<file path="config.mk">
export PLATFORM = sky130hd
export DESIGN_NAME = pipe_hazard_ctrl
export DESIGN_NICKNAME = d
export VERILOG_FILES = /design/src/rtl/pipe_pkg.sv /design/src/rtl/hz_scoreboard.sv /design/src/rtl/pipe_hazard_ctrl.sv
export SDC_FILE = /design/constraint.sdc
export NUM_CORES = 1
export LEC_CHECK = 0
export CAP_MARGIN = 0
export CORE_UTILIZATION = 47
export DETAILED_ROUTE_END_ITERATION = 10
export PLACE_DENSITY = 0.79
export SKIP_LAST_GASP = 1
export SLEW_MARGIN = 0
export SYNTH_ARGS = -nofsm -noshare
export SYNTH_HDL_FRONTEND = slang
export SYNTH_SLANG_ARGS = --single-unit
export TNS_END_PERCENT = 20
</file>
<file path="constraint.sdc">
create_clock -name clk2 -period 2.9 [get_ports clk2]
set_input_delay 0.87 -clock clk2 [delete_from_list [all_inputs] [get_ports clk2]]
set_output_delay 0.87 -clock clk2 [all_outputs]
set_load 0.05 [all_outputs]
</file>
<file path="src/rtl/pipe_pkg.sv">
// Shared definitions for the 5-stage pipeline hazard controller:
// controller state encoding, EX operand forwarding select codes and register address width.
package pipe_pkg;

    localparam int REG_AW = 3;

    typedef enum logic [1:0] {
        ST_RUN   = 2'b00,
        ST_STALL = 2'b01,
        ST_FLUSH = 2'b10
    } state_e;

    localparam logic [1:0] FWD_RF    = 2'b00;
    localparam logic [1:0] FWD_EXMEM = 2'b01;
    localparam logic [1:0] FWD_MEMWB = 2'b10;

endpackage

</file>
<file path="src/rtl/hz_scoreboard.sv">
// Three-slot destination scoreboard (EX, MEM, WB) shifted with the pipeline, plus the
// ID-source compare that yields load-use detection and registered EX forwarding selects.
module hz_scoreboard
    import pipe_pkg::*;
#(
    parameter int AW = REG_AW
) (
    input  logic          clk2,
    input  logic          rst,
    input  logic          shift_en,
    input  logic          load_zero,
    input  logic          id_valid,
    input  logic          id_regwrite,
    input  logic          id_memread,
    input  logic [AW-1:0] id_rd,
    input  logic [AW-1:0] id_rs1,
    input  logic [AW-1:0] id_rs2,
    input  logic          id_use_rs1,
    input  logic          id_use_rs2,
    output logic          load_use_o,
    output logic [1:0]    fwd_a_o,
    output logic [1:0]    fwd_b_o
);

    localparam int NSLOT = 3;
    localparam int NSRC  = 2;

    typedef struct packed {
        logic          regwrite;
        logic          memread;
        logic [AW-1:0] rd;
    } slot_t;

    slot_t                  slot_q [NSLOT];
    slot_t                  slot_d [NSLOT];
    logic [NSRC-1:0][AW-1:0] src_reg;
    logic [NSRC-1:0]        src_use;
    logic [NSRC-1:0]        lu_hit;
    logic [NSRC-1:0][1:0]   fwd_d;
    logic [NSRC-1:0][1:0]   fwd_q;

    assign src_reg = {id_rs2, id_rs1};
    assign src_use = {id_use_rs2, id_use_rs1};

    genvar gi;
    generate
        for (gi = 0; gi < NSLOT; gi++) begin : g_slot
            if (gi == 0) begin : g_ex
                // A bubble or an invalid ID instruction enters EX as "writes nothing".
                assign slot_d[gi] = load_zero ? '0 : {id_regwrite, id_memread, id_rd};
            end else begin : g_age
                assign slot_d[gi] = slot_q[gi-1];
            end
        end

        for (gi = 0; gi < NSRC; gi++) begin : g_src
            logic ex_hit;
            logic mem_hit;
            assign ex_hit  = src_use[gi] && slot_q[0].regwrite && (slot_q[0].rd == src_reg[gi]);
            assign mem_hit = src_use[gi] && slot_q[1].regwrite && (slot_q[1].rd == src_reg[gi]);
            // The EX slot holds the youngest producer, so it takes precedence.
            assign fwd_d[gi]  = ex_hit ? FWD_EXMEM : (mem_hit ? FWD_MEMWB : FWD_RF);
            assign lu_hit[gi] = ex_hit && slot_q[0].memread;
        end
    endgenerate

    always_ff @(posedge clk2) begin
        if (rst) begin
            for (int i = 0; i < NSLOT; i++) begin
                slot_q[i] <= '0;
            end
            fwd_q <= '0;
        end else if (shift_en) begin
            for (int i = 0; i < NSLOT; i++) begin
                slot_q[i] <= slot_d[i];
            end
            fwd_q <= fwd_d;
        end
    end

    assign load_use_o = id_valid && (|lu_hit);
    assign fwd_a_o    = fwd_q[0];
    assign fwd_b_o    = fwd_q[1];

endmodule

</file>
<file path="src/rtl/pipe_hazard_ctrl.sv">
// Pipeline hazard/sequencing controller: RUN/STALL/FLUSH FSM, flush counter, pipeline
// register control decode and a saturating count of hazard cycles.
module pipe_hazard_ctrl
    import pipe_pkg::*;
#(
    parameter int REG_AW       = pipe_pkg::REG_AW,
    parameter int FLUSH_CYCLES = 2,
    parameter int CNT_W        = 8
) (
    input  logic              clk2,
    input  logic              rst,
    input  logic              id_valid,
    input  logic [REG_AW-1:0] id_rs1,
    input  logic [REG_AW-1:0] id_rs2,
    input  logic              id_use_rs1,
    input  logic              id_use_rs2,
    input  logic              id_regwrite,
    input  logic              id_memread,
    input  logic [REG_AW-1:0] id_rd,
    input  logic              br_taken,
    input  logic              mem_busy,
    output logic              pc_en,
    output logic              ifid_en,
    output logic              ifid_flush,
    output logic              idex_bubble,
    output logic              stage_en,
    output logic [1:0]        fwd_a,
    output logic [1:0]        fwd_b,
    output logic [1:0]        state_o,
    output logic [CNT_W-1:0]  hz_cnt
);

    localparam logic [1:0] FLUSH_INIT = 2'(FLUSH_CYCLES - 1);

    state_e           state_q, state_d;
    logic [1:0]       fcnt_q, fcnt_d;
    logic [CNT_W-1:0] hz_q, hz_d;
    logic             load_use;

    hz_scoreboard #(
        .AW (REG_AW)
    ) u_sb (
        .clk2        (clk2),
        .rst         (rst),
        .shift_en    (stage_en),
        .load_zero   (idex_bubble | ~id_valid),
        .id_valid    (id_valid),
        .id_regwrite (id_regwrite),
        .id_memread  (id_memread),
        .id_rd       (id_rd),
        .id_rs1      (id_rs1),
        .id_rs2      (id_rs2),
        .id_use_rs1  (id_use_rs1),
        .id_use_rs2  (id_use_rs2),
        .load_use_o  (load_use),
        .fwd_a_o     (fwd_a),
        .fwd_b_o     (fwd_b)
    );

    always_comb begin
        state_d     = state_q;
        fcnt_d      = fcnt_q;
        hz_d        = hz_q;
        pc_en       = 1'b1;
        ifid_en     = 1'b1;
        stage_en    = 1'b1;
        ifid_flush  = 1'b0;
        idex_bubble = 1'b0;
        if (rst) begin
            state_d = ST_RUN;
        end else if (mem_busy) begin
            pc_en    = 1'b0;
            ifid_en  = 1'b0;
            stage_en = 1'b0;
        end else begin
            if ((state_q != ST_RUN) && (hz_q != '1)) begin
                hz_d = hz_q + CNT_W'(1);
            end
            if (br_taken && (state_q != ST_FLUSH)) begin
                // The branch cycle itself squashes; FLUSH covers the remaining wrong-path slots.
                ifid_flush  = 1'b1;
                idex_bubble = 1'b1;
                fcnt_d      = FLUSH_INIT;
                state_d     = (FLUSH_INIT != 2'd0) ? ST_FLUSH : ST_RUN;
            end else if (state_q == ST_FLUSH) begin
                ifid_flush  = 1'b1;
                idex_bubble = 1'b1;
                fcnt_d      = fcnt_q - 2'd1;
                if (fcnt_q <= 2'd1) begin
                    state_d = ST_RUN;
                end
            end else if ((state_q == ST_RUN) && load_use) begin
                pc_en       = 1'b0;
                ifid_en     = 1'b0;
                idex_bubble = 1'b1;
                state_d     = ST_STALL;
            end else begin
                state_d = ST_RUN;
            end
        end
    end

    always_ff @(posedge clk2) begin
        if (rst) begin
            state_q <= ST_RUN;
            fcnt_q  <= 2'd0;
            hz_q    <= '0;
        end else begin
            state_q <= state_d;
            fcnt_q  <= fcnt_d;
            hz_q    <= hz_d;
        end
    end

    assign state_o = state_q;
    assign hz_cnt  = hz_q;

endmodule
</file>
* Yosys cells after proc, flatten, opt, wreduce, memory -nomap -nowiden
Memory sizes are Yosys's and may differ from the RTL's.
Cells that the tools add are included.
** Storage, ports and cells
- Logic and storage cells :: 79
- RAM bits :: 15
- Input port bits :: 18
- Memories kept :: 1
- Bits in latches :: 0
- Memory bits (read-only) :: 0
- Register bits after elaboration :: 16
** Operators by class
- Reduce and logical (&&, ||, !) cells :: 21
- Multipliers :: 0
- Mux-type cells :: 35
- Magnitude comparators :: 1
- Bitwise logic cells :: 6
- Div/mod/pow operators :: 0
- Equal/unequal tests :: 8
- Add/subtract/negate cells :: 2
- Shift-type cells :: 0
** Memory list
- u_sb.slot_q :: words 3, bits a word 5, read ports 2, clocked after memory_dff 0, write ports 3, line hz_scoreboard.sv:34 : slot_t slot_q [NSLOT];
** Operators with widths (number)
- $mux 1 :: 22
- $mux 5 :: 4
- $mux 2 :: 9
- $logic_and 1x1->1 :: 14
- $eq 3x3->1 :: 4
- $add 8x1->8 const B :: 1
- $ne 8x8->1 const B :: 1
- $reduce_and 2->1 :: 3
- $or 1x1->1 :: 4
- $reduce_bool 2->1 :: 2
- $ne 3x2->1 const B :: 1
- $eq 2x2->1 const B :: 1
- $le 2x1->1 const B :: 1
- $logic_not 2->1 :: 1
- $ne 2x2->1 const B :: 1
- $not 1->1 :: 2
- $reduce_or 2->1 :: 1
- $sub 2x1->2 const B :: 1

* Logic depth before layout (Yosys ltp)
Gate-level depths: netlist of the first run.
An unclocked memory read counts as a cell.
- Word-level depth :: 15
- Mapped depth :: 5
- Gate-level depth less buffers :: 5

* Modules after synthesis
A second synthesis of the first run with hierarchy kept.
** Unflattened totals
- Cells, all modules :: 132
- Area total of the unflattened synthesis :: 1285.0 µm²
** By module, submodules not included
- hz_scoreboard :: area each 643.1 µm², cells each 55, sequential area each 350.3 µm², instances 1
- pipe_hazard_ctrl :: area each 641.9 µm², cells each 77, sequential area each 240.2 µm², instances 1

* Worst setup path before layout of the first run
OpenSTA, ideal clock, no wires.
- Kind :: reg2out
- Start :: register state_q[1] (netlist: state_o[1])
- End :: output idex_bubble
- Required time :: 2.030 ns
- Slack :: -0.672 ns
- Path buffers :: 1
- Cell stages (with the launch flop) :: 6
- Data arrival time :: 2.702 ns
- Cells stage by stage :: dfxtp_1 -> nand2b_1 -> nor2b_1 -> clkbuf_1 -> nor3_1 -> a21o_1
** Between the ends
- Word-level cells in the longest chain between the ends :: 7
- Elaborated cells on any way between the ends :: 10
** Ends and longest elaborated chain
- start, declared :: line pipe_hazard_ctrl.sv:35 : state_e state_q, state_d;
- start signal, assigned :: line pipe_hazard_ctrl.sv:109 : state_q <= state_d;
- $logic_not 2->1 :: line pipe_hazard_ctrl.sv:92 : end else if ((state_q == ST_RUN) && load_use) begin
- $logic_and 1x1->1 :: line pipe_hazard_ctrl.sv:92
- $mux 1 :: line pipe_hazard_ctrl.sv:92
- $mux 1 :: line pipe_hazard_ctrl.sv:85 : end else if (state_q == ST_FLUSH) begin
- $mux 1 (*) :: line pipe_hazard_ctrl.sv:79 : if (br_taken && (state_q != ST_FLUSH)) begin
- $mux 1 (*) :: line pipe_hazard_ctrl.sv:71 : end else if (mem_busy) begin
- $mux 1 (*) :: line pipe_hazard_ctrl.sv:69 : if (rst) begin
- end, declared :: line pipe_hazard_ctrl.sv:25 : output logic idex_bubble,
Mark *: on every way between the ends. The rest lies on a longest branch, timed or not.

* Worst setup path in the final report of the first run
- Start :: input id_rs2[0]
- End :: output ifid_en
** Between the ends
- Word-level cells in the longest chain between the ends :: 11
** Ends and longest elaborated chain
- start, declared :: line pipe_hazard_ctrl.sv:14 : input logic [REG_AW-1:0] id_rs2,
- $eq 3x3->1 :: line hz_scoreboard.sv:59 : assign ex_hit = src_use[gi] && slot_q[0].regwrite && (slot_q[0].rd == src_reg[gi]);
- $logic_and 1x1->1 :: line hz_scoreboard.sv:59
- $logic_and 1x1->1 :: line hz_scoreboard.sv:63 : assign lu_hit[gi] = ex_hit && slot_q[0].memread;
- $reduce_or 2->1 :: line hz_scoreboard.sv:81 : assign load_use_o = id_valid && (|lu_hit);
- $logic_and 1x1->1 :: line hz_scoreboard.sv:81
- $logic_and 1x1->1 :: line pipe_hazard_ctrl.sv:92
- $mux 1 :: line pipe_hazard_ctrl.sv:92
- $mux 1 :: line pipe_hazard_ctrl.sv:85
- $mux 1 :: line pipe_hazard_ctrl.sv:79
- $mux 1 :: line pipe_hazard_ctrl.sv:71
- $mux 1 :: line pipe_hazard_ctrl.sv:69
- end, declared :: line pipe_hazard_ctrl.sv:23 : output logic ifid_en,
Every way passes these cells.

==> metrics, run 1 <==
outcome=complete, but fails checks; violated checks=negative setup slack; IO Pins=37; Final Hold Fails=0; via count=about 1,200; Max Fclk=between 0.3 and 0.4 GHz; TritonCTS Sinks=25; sequential fraction of the synthesis area=a little under half; max-slew violations=0; crit-path max cell delay=0.39 ns; Routed Antenna Nets=0; crit start category=input pin; # hold bufs at CTS=0; crit-path leading delay family=simple AND/OR/NAND/NOR gates; Post-synth ARST share=0%; DR pass1 iterations=4; Longest Clk Path Bufs=2; Final period util=102%; slowest CP cell=o41a_4; antenna diode count=0; Setup Fix Bufs, Post-CTS=0; dominant synthesized flop cell=dfxtp_1; Sequential Area=between 500 and 600 µm²; crit path DAT=2.09 ns; Die H=54.5 µm; Cell Area, Synth=~0.0013 mm²; layout cell share with drive strength beyond 1=between 20 and 30%; synthesized flop and latch total=25; EDFF count, synth=9; multi-input combinational cell area=about 770 µm²; post-synth top area cell=dfxtp_1; initial antenna violation count=0; largest net degree at the start of global routing=14; Distinct cells, synth=38; CP Capture Type=primary output; die area=~0.0030 mm²; Rows=18; Cells after DPL=between 200 and 250; first-pass GRT wire length=just under 5 mm; max-cap viol count=0; Area Overhead vs Synth=52.0%; CTS tree=built; Core ar.=0.00254 mm²; worst slew pin tran=~0.50 ns; LEAKAGE=0.774 nW; Worst-path clk slew=0.14 ns; Setup Skew=about 0.0097 ns; CTS Buf Count=3; IO Port Bufs=36; crit path kind=in2out; commonest cells after routing, fill and taps aside=clkdlybuf4s50_1 (22), buf_4 (18), dfxtp_1 (16), nor2_1 (15), edfxtp_1 (9); vias in the first global route=1,139; nets=roughly 210; post-synthesis net count=154; Period minus WS final=between 2 and 3 ns; setup TNS=-0.147 ns; Reg2Reg Depth=6; CP Buf/Inv Count=2; drt total wl=about 3.1 mm; non-filler cells, final=between 200 and 250; H-tree depth=1; peak supply drop=around 0.33 mV; share of the synthesized area in the top cell type=24.8%; YS warnings=0; Worst EP required=2.03 ns; Initial DRC Count=26; Die W=around 54 µm; CP cell instances=buf_8 > xor2_4 > nor4_4 > nor2_2 > o41a_4 > buf_12; endpoints failing setup=3; WHS Path Cells=2; detailed placement HPWL=between 2 and 2.5 mm; Pwr Total=~0.00070 W; Gate Count Post-Synth=134; gr usage total=a little under a quarter; most common cell after layout, fill and taps aside=clkdlybuf4s50_1; worst r2r src=u_sb.slot_q[0][0]$_SDFFCE_PP0P_; post-DR vias/cell=about 5.4; setup ws final=-0.0578 ns; layout filler cell count=between 150 and 200; final hold slack=~0.47 ns; Worst-Skew Late Latency=~0.33 ns; drt drc=0; Initial Util=50.8%; end of the worst register-to-register path=u_sb.slot_q[0][2]$_SDFFCE_PP0P_; GR Overflow Total=0; Worst Min Path Start=u_sb.fwd_a_o[1]$_SDFFE_PP0P_; average wire per standard cell=14.4 µm; PwrDens=355 mW/mm²; routability cong.=around 0.82; Hold WC Path Type=reg2reg; Hold Crit Endpoint=u_sb.fwd_a_o[1]$_SDFFE_PP0P_; R2R Setup Slk=roughly 1.1 ns; slew margin rel.=between 60% and 70%; unrepaired setup endpoints after global routing=yes; leading post-synthesis cells by cell area=dfxtp_1 (25%), edfxtp_1 (21%), xor2_1 (9.5%), nor2_1 (4.4%), nand4_1 (3.9%); Syn Area/Cell=just under 10 µm²; Max Fanout on Critical Path=2; root buf cell=clkbuf_4
worst reg2reg max path, cell delays in order (launching register included):
cell and delay, ns:
edfxtp_1 0.54, xor2_4 0.24, nor4_4 0.32, buf_4 0.17, o21ba_2 0.15, buf_4 0.13
nor2_1 0.05
where the power goes:
| group | internal, W | total (W) | switching [W] |
|---|---|---|---|
| sequential | 0.000374 | 0.000387 | 0.0000129 |
| clock | 0.0000540 | 0.000159 | 0.000105 |
| combinational | 0.0000746 | 0.000152 | 0.0000772 |
sequential cells by signal, summed over array words and instances, names as in the netlist:
signal	flops
u_sb.slot_q	9
hz_cnt	8
fcnt_q	2
state_o	2
u_sb.fwd_a_o	2
u_sb.fwd_b_o	2
cells by family (layout without fill, tap and decap cells):
| family | Yosys count | count (layout) | synth area share, % |
|---|---|---|---|
| muxes | 2 | 2 | 1.64 |
| AOI/OAI and AO/OA | 25 | 25 | 13.4 |
| adders and majority gates | 2 | 2 | 1.93 |
| buffers and inverters | 8 | 59 | 2.71 |
| DFF | 25 | 25 | 45.6 |
| xor gates and xnor gates | 14 | 14 | 9.48 |
| and+or+nand+nor | 58 | 58 | 25.1 |
synth_stat cells, types with 2 or more instances:
| library cell | count |
|---|---|
| nand4_1 | 8 |
| a21oi_1 | 4 |
| o21ai_0 | 6 |
| dfxtp_1 | 16 |
| ha_1 | 2 |
| clkbuf_1 | 4 |
| inv_1 | 2 |
| o21ba_2 | 2 |
| nand3_1 | 6 |
| xor2_1 | 14 |
| and2_1 | 3 |
| nand2b_1 | 2 |
| nor3_1 | 5 |
| nor2_1 | 15 |
| nor4_4 | 2 |
| nand2_1 | 8 |
| edfxtp_1 | 9 |
| a22o_1 | 2 |
| nor2b_1 | 4 |
| or4_1 | 2 |
how the worst max path moves through the flow:
stage | to | slack (ns) | depth (start not counted) | start
CTS | ifid_en | -0.14 | 6 | id_rs2[0]
detailed placement | idex_bubble | -0.45 | 7 | id_rs2[2]
floorplan | pc_en | -0.04 | 5 | id_rs2[0]
global route | pc_en | -0.11 | 6 | id_rs2[0]
global placement | ifid_en | -0.41 | 6 | id_rs1[0]
finish | ifid_en | -0.06 | 6 | id_rs2[0]
layer usage:
| metal | routed length (µm) | track usage (%) |
|---|---|---|
| met2 | 1680 | 46.3 |
| met1 | 1260 | 24.6 |
| met4 | 44 | 8.97 |
| met3 | 128 | 3.33 |
| met5 | 0 | 0 |
per-stage QoR:
stage	setup WS (ns)	instance area (µm²)	util, %
detailed placement	-0.447	1860	73.2
CTS	-0.136	1950	76.5
finish	-0.0578	1970	77.3
global route	-0.114	1970	77.3
global placement	-0.405	1860	73.2
floorplan	-0.0359	1370	-
what timing repair did:
item / CTS / global route
endpoints found under the hold margin: 0 / 0
cloned: 0 / 0
resized for setup: 42 / 6
setup endpoints to repair: 3 / 4
pin swaps: 5 / 3
layout make-up:
| cell class | count | area share [%] |
|---|---|---|
| inverters | 2 | 0.573 |
| repair buffers | 53 | 26.8 |
| flip-flops and latches | 25 | 30.0 |
| well taps | 30 | 1.91 |
| multi-input cells | 101 | 39.4 |
| clock buffers | 4 | 1.34 |
No activity file was read; power rests on OpenSTA's default activity.
==> inputs of run 2 (changes only) <==
--- a/config.mk
+++ b/config.mk
@@ -8,6 +8,7 @@
 export CAP_MARGIN = 0
 export CORE_UTILIZATION = 47
 export DETAILED_ROUTE_END_ITERATION = 10
+export GPL_TIMING_DRIVEN = 0
 export PLACE_DENSITY = 0.79
 export SKIP_LAST_GASP = 1
 export SLEW_MARGIN = 0
==> metrics, run 2 (synthesis results as in run 1) <==
outcome=complete, but fails checks; violated checks=negative setup slack; post-DR vias/cell=around 5.4; Rows=18; routability cong.=between 0.8 and 0.9; worst slew pin tran=just over 0.5 ns; detailed placement HPWL=between 2 and 2.5 mm; peak supply drop=0.353 mV; die area=between 0.002 and 0.003 mm²; GR Overflow Total=0; Setup Skew=between 0.007 and 0.008 ns; unrepaired setup endpoints after global routing=yes; Max Fanout on Critical Path=2; Hold WC Path Type=reg2reg; antenna diode count=0; Worst-path clk slew=about 0.13 ns; Worst EP required=approximately 2.0 ns; root buf cell=clkbuf_4; worst r2r src=u_sb.slot_q[0][0]$_SDFFCE_PP0P_; # hold bufs at CTS=0; CP Capture Type=primary output; H-tree depth=1; Initial DRC Count=32; Worst Min Path Start=u_sb.fwd_b_o[1]$_SDFFE_PP0P_; first-pass GRT wire length=4.69 mm; DP Area=around 0.0018 mm²; PwrDens=~360 mW/mm²; R2R Setup Slk=1.17 ns; Area Overhead vs Synth=44.8%; Final Hold Fails=0; LEAKAGE=0.739 nW; commonest cells after routing, fill and taps aside=clkdlybuf4s50_1 (20), dfxtp_1 (16), nor2_1 (14), buf_4 (9), edfxtp_1 (9); Hold Crit Endpoint=u_sb.fwd_b_o[1]$_SDFFE_PP0P_; gr usage total=~22%; Setup WS pre-CTS=-1.15 ns; most common cell after layout, fill and taps aside=clkdlybuf4s50_1; layout cell share with drive strength beyond 1=25.8%; setup TNS=-0.627 ns; crit path DAT=2.20 ns; Final period util=106%; average wire per standard cell=between 10 and 15 µm; end of the worst register-to-register path=u_sb.slot_q[0][1]$_SDFFCE_PP0P_; nets=slightly above 200; Period minus WS final=between 3 and 4 ns; vias in the first global route=about 1,100; max-cap viol count=0; largest register by flop count=u_sb.slot_q; via count=between 1,000 and 1,500; crit start category=input pin; largest net degree at the start of global routing=14; slew margin rel.=approximately two thirds; Reg2Reg Depth=5; IO Port Bufs=35; Final Util=approximately 74%; CTS Buf Count=3; Routed Antenna Nets=0; Design Area, Final=approximately 0.0019 mm²; flip-flop count of the largest register after layout=9; Initial Util=between 50% and 60%; Worst-Skew Late Latency=about 0.31 ns; initial antenna violation count=0; DR pass1 iterations=4; drt drc=0; Longest Clk Path Bufs=2; max-slew violations=0; crit path kind=in2out; CTS tree=built; setup ws final=-0.173 ns; Max Fclk=roughly 0.33 GHz; endpoints failing setup=5; WHS Path Cells=2; drt total wl=3.05 mm; Die H=about 54 µm; Core ar.=between 0.002 and 0.003 mm²; TritonCTS Sinks=25; Die W=around 54 µm; IO Pins=37
[run 2: changes by cell type in the layout (fill, tap and decap cells not counted), moves of 4 or more]
cell,change
buf_4,-9
buf_12,-4
buf_2,+5
dlygate4sd2_1,+4
[run 2: final cells by class]
class                           instances  area (µm²)
Buffer                                  6        67.6
Clock buffer                            4        26.3
Fill cell                             197         672
Inverter                                2        11.3
Multi-Input combinational cell        101         749
Sequential cell                        25         591
Tap cell                               30        37.5
Timing Repair Buffer                   44         390
[run 2: worst max-delay path by stage]
stage               depth (start not counted)      start  slack (ns)    end
floorplan                                   5  id_rs2[0]       -0.04  pc_en
global placement                            7  id_rs1[0]       -1.13  pc_en
detailed placement                          7  id_rs2[0]       -1.15  pc_en
CTS                                         7  id_rs1[0]       -0.29  pc_en
global route                                7  id_rs1[0]       -0.21  pc_en
finish                                      7  id_rs2[0]       -0.17  pc_en
[run 2: timing repair]
action,4_1_cts,5_1_grt
gates cloned,0,0
pin swaps,4,5
setup buffers,9,0
setup endpoints to repair,5,5
resized for setup,60,9
[run 2: routing by layer]
metal / GRT usage [%] / wire (µm) / vias up
met3: 2.50 / 101 / 4
met1: 24.3 / 1260 / 546
met4: 6.41 / 35 / 0
met2: 44.5 / 1660 / 25
li1: - / - / 575
met5: 0 / 0 / -
[run 2: report_power, final]
part,switching [W],total (W),internal (W)
Combinational,0.0000748,0.000134,0.0000593
Clock,0.0000963,0.000150,0.0000537
Sequential,0.0000116,0.000386,0.000374
Total,0.000183,0.000670,0.000487
[run 2: critical path, stage by stage]
cell	delay (ns)
buf_2	0.13
xor2_2	0.16
nor4_4	0.33
nor2_2	0.08
o41a_4	0.37
buf_8	0.13
buf_8	0.14
[run 2: stage by stage]
step | hold slack [ns] | power [W] | cells
finish | 0.473 | 0.000670 | 212
global route | 0.502 | 0.000698 | 212
CTS | 0.475 | 0.000676 | 212
detailed placement | 0.444 | 0.000522 | 199
global placement | 0.439 | 0.000518 | 199
floorplan | 0.450 | 0.000471 | 134
==> inputs of run 3 (changes only) <==
--- a/config.mk
+++ b/config.mk
@@ -5,8 +5,9 @@
 export SDC_FILE = /design/constraint.sdc
 export NUM_CORES = 1
 export LEC_CHECK = 0
+export ABC_AREA = 1
 export CAP_MARGIN = 0
-export CORE_UTILIZATION = 47
+export CORE_UTILIZATION = 48
 export DETAILED_ROUTE_END_ITERATION = 10
 export GPL_TIMING_DRIVEN = 0
 export PLACE_DENSITY = 0.79
==> metrics, run 3 <==
outcome=completed; Initial DRC Count=94; Max Fanout on Critical Path=4; Syn Area/Cell=a little over 7 µm²; sequential fraction of the synthesis area=41.8%; CP Buf/Inv Count=14; Die W=roughly 56 µm; crit-path leading delay family=buffers and inverters; top-count cell post-synth=nand2_1; CP cell instances=buf_2 > nand2_1 > nand2_2 > nor2_2 > nand2_2 > buf_4 > buf_4 > buf_4 > buf_4 > buf_4 > buf_4 > buf_4 > buf_4 > buf_4 > buf_4 > buf_4 > buf_4 > buf_4 > o21ai_0; layout cell share with drive strength beyond 1=roughly 34%; PwrDens=331 mW/mm²; Hold WC Path Type=reg2reg; Worst-Skew Late Latency=0.33 ns; endpoints failing setup=0; Worst EP required=between 3 and 4 ns; Die H=between 50 and 60 µm; synthesized flop and latch total=25; Final Hold Fails=0; initial antenna violation count=0; unrepaired setup endpoints after global routing=yes; Initial Util=between 50% and 60%; post-DR vias/cell=just over 5; top post-synthesis cells by count=nand2_1 (56), nor2_1 (33), inv_1 (30), dfxtp_1 (16), edfxtp_1 (9); DR pass1 iterations=4; most used cell, CP=buf_4; GR Overflow Total=0; gr usage total=roughly 28%; average wire per standard cell=13.8 µm; Rows=19; slew margin rel.=approximately 67%; CTS Buf Count=3; Design Area, Final=between 0.002 and 0.0025 mm²; share of the synthesized area in the top cell type=a little under a quarter; Max Fclk=~0.35 GHz; Period minus WS final=between 2 and 3 ns; Distinct cells, synth=28; DP Area=approximately 0.0019 mm²; nets=roughly 290; crit path kind=in2reg; CP Capture Type=register; via count=1,566; crit path DAT=3.16 ns; root buf cell=clkbuf_4; Cell Area, Synth=about 0.0014 mm²; largest register by flop count=u_sb.slot_q; Post-synth ARST share=0%; TritonCTS Sinks=25; vias in the first global route=~1,400; flip-flop count of the largest register after layout=9; IO Port Bufs=36; LEAKAGE=roughly 1 nW; drt total wl=approximately 4.2 mm; Longest Clk Path Bufs=2; routability cong.=0.849; leading post-synthesis cells by cell area=dfxtp_1 (23%), edfxtp_1 (19%), nand2_1 (15%), nor2_1 (8.8%), inv_1 (8.0%); post-synthesis net count=220; Setup Skew=0.00758 ns; Area Overhead vs Synth=50.5%; crit-path max cell delay=about 0.15 ns; dominant synthesized flop cell=dfxtp_1; first-pass GRT wire length=approximately 7 mm; peak supply drop=0.357 mV; post-synth top area cell=dfxtp_1; CTS tree=built; YS warnings=0; Core ar.=between 0.002 and 0.003 mm²; max-cap viol count=0; most common cell after layout, fill and taps aside=nand2_1; IO Pins=37; worst slew pin tran=between 0.4 and 0.5 ns; detailed placement HPWL=approximately 2.2 mm; crit start category=input pin; EDFF count, synth=9; die area=roughly 0.0032 mm²; slowest CP cell=buf_4; layout filler cell count=192; Gate Count Post-Synth=200; drt drc=0; Final period util=between 90% and 100%; setup TNS=0 ns; commonest cells after routing, fill and taps aside=nand2_1 (48), buf_4 (33), nor2_1 (27), inv_1 (23), clkdlybuf4s50_1 (19); H-tree depth=1; Worst-path clk slew=0.16 ns; antenna diode count=0; Routed Antenna Nets=0; max-slew violations=0; largest net degree at the start of global routing=15
==> run 3: cell types whose count changed after synthesis, moves of 4 or more <==
cell	change
a21oi_1	+4
nor2b_1	-4
nor2_1	+18
xor2_1	-7
nand2_1	+48
nand4_1	-6
inv_2	+5
inv_1	+28
clkbuf_1	-4
==> run 3: through the flow <==
step / util, % / total power [W] / std cells / setup slack [ns] / hold WS, ns
6_report: 76.4 / 0.000702 / 302 / 0.0146 / 0.455
4_1_cts: 76.1 / 0.000687 / 302 / 0.00564 / 0.461
3_3_place_gp: 66.5 / 0.000518 / 267 / -1.10 / 0.437
2_1_floorplan: - / 0.000469 / 200 / -0.187 / 0.443
3_5_place_dp: 66.5 / 0.000521 / 267 / -1.10 / 0.440
5_1_grt: 76.4 / 0.000724 / 302 / -0.0439 / 0.498
==> run 3: final timing paths <==
check / start / end / slack [ns] / cells after the start
worst min register to register: u_sb.fwd_b_o[1]$_SDFFE_PP0P_ / u_sb.fwd_b_o[1]$_SDFFE_PP0P_ / 0.46 / 2
worst min-delay path: u_sb.fwd_b_o[1]$_SDFFE_PP0P_ / u_sb.fwd_b_o[1]$_SDFFE_PP0P_ / 0.46 / 2
worst max register to register: u_sb.slot_q[0][2]$_SDFFCE_PP0P_ / u_sb.fwd_b_o[0]$_SDFFE_PP0P_ / 0.13 / 18
worst max-delay path: id_rs1[0] / u_sb.fwd_a_o[0]$_SDFFE_PP0P_ / 0.01 / 19
==> run 3: layer usage <==
metal	wire [µm]	vias to the layer above	track usage (%)	part of all wire (%)
li1	-	754	-	-
met1	1740	724	38.1	42
met2	2100	76	46.1	50
met3	218	12	3.02	5.2
met4	102	0	10.5	2.5
met5	0	-	0	0
==> run 3: what timing repair did <==
action	CTS	global route
endpoints found under the setup margin	5	7
buffers inserted	31	1
pin swaps	13	11
hold buffers	0	0
gates resized for setup	62	25
==> run 3: final cells by class <==
class / count / area [µm²] / share of cell area, %
buffer: 1 / 20.0 / 0.942
clock inverter: 1 / 5.00 / 0.236
inverter: 36 / 148 / 6.95
multi-input combinational: 137 / 733 / 34.5
tap: 31 / 38.8 / 1.83
clock buffer: 3 / 22.5 / 1.06
timing repair buffer: 68 / 567 / 26.7
sequential: 25 / 591 / 27.8
==> run 3: logic make-up after synthesis <==
group	synth area share, %
AOI/OAI and AO/OA	5.85
xor gates and xnor gates	4.34
buffers and inverters	10.8
adders and majority gates	1.77
and+or+nand+nor	35.4
DFF	41.8
==> run 3: worst reg2reg max path: stages (launching register included) <==
cell,delay [ns]
edfxtp_1,0.52
nand2_1,0.12
nand2_1,0.08
nor2_2,0.12
nand2_2,0.11
buf_4,0.14
buf_4,0.12
buf_4,0.12
buf_4,0.12
buf_4,0.12
buf_4,0.12
buf_4,0.13
buf_4,0.13
buf_4,0.12
buf_4,0.12
buf_4,0.12
buf_4,0.13
buf_4,0.14
o21ai_0,0.15
==> run 3: report_power, final <==
group,switching [W],internal [W],total (W),leakage [nW]
Clock,0.000117,0.0000518,0.000169,0.0177
Sequential,0.00000965,0.000375,0.000384,0.229
Combinational,0.0000895,0.0000595,0.000149,0.753
Total,0.000216,0.000486,0.000702,1.00
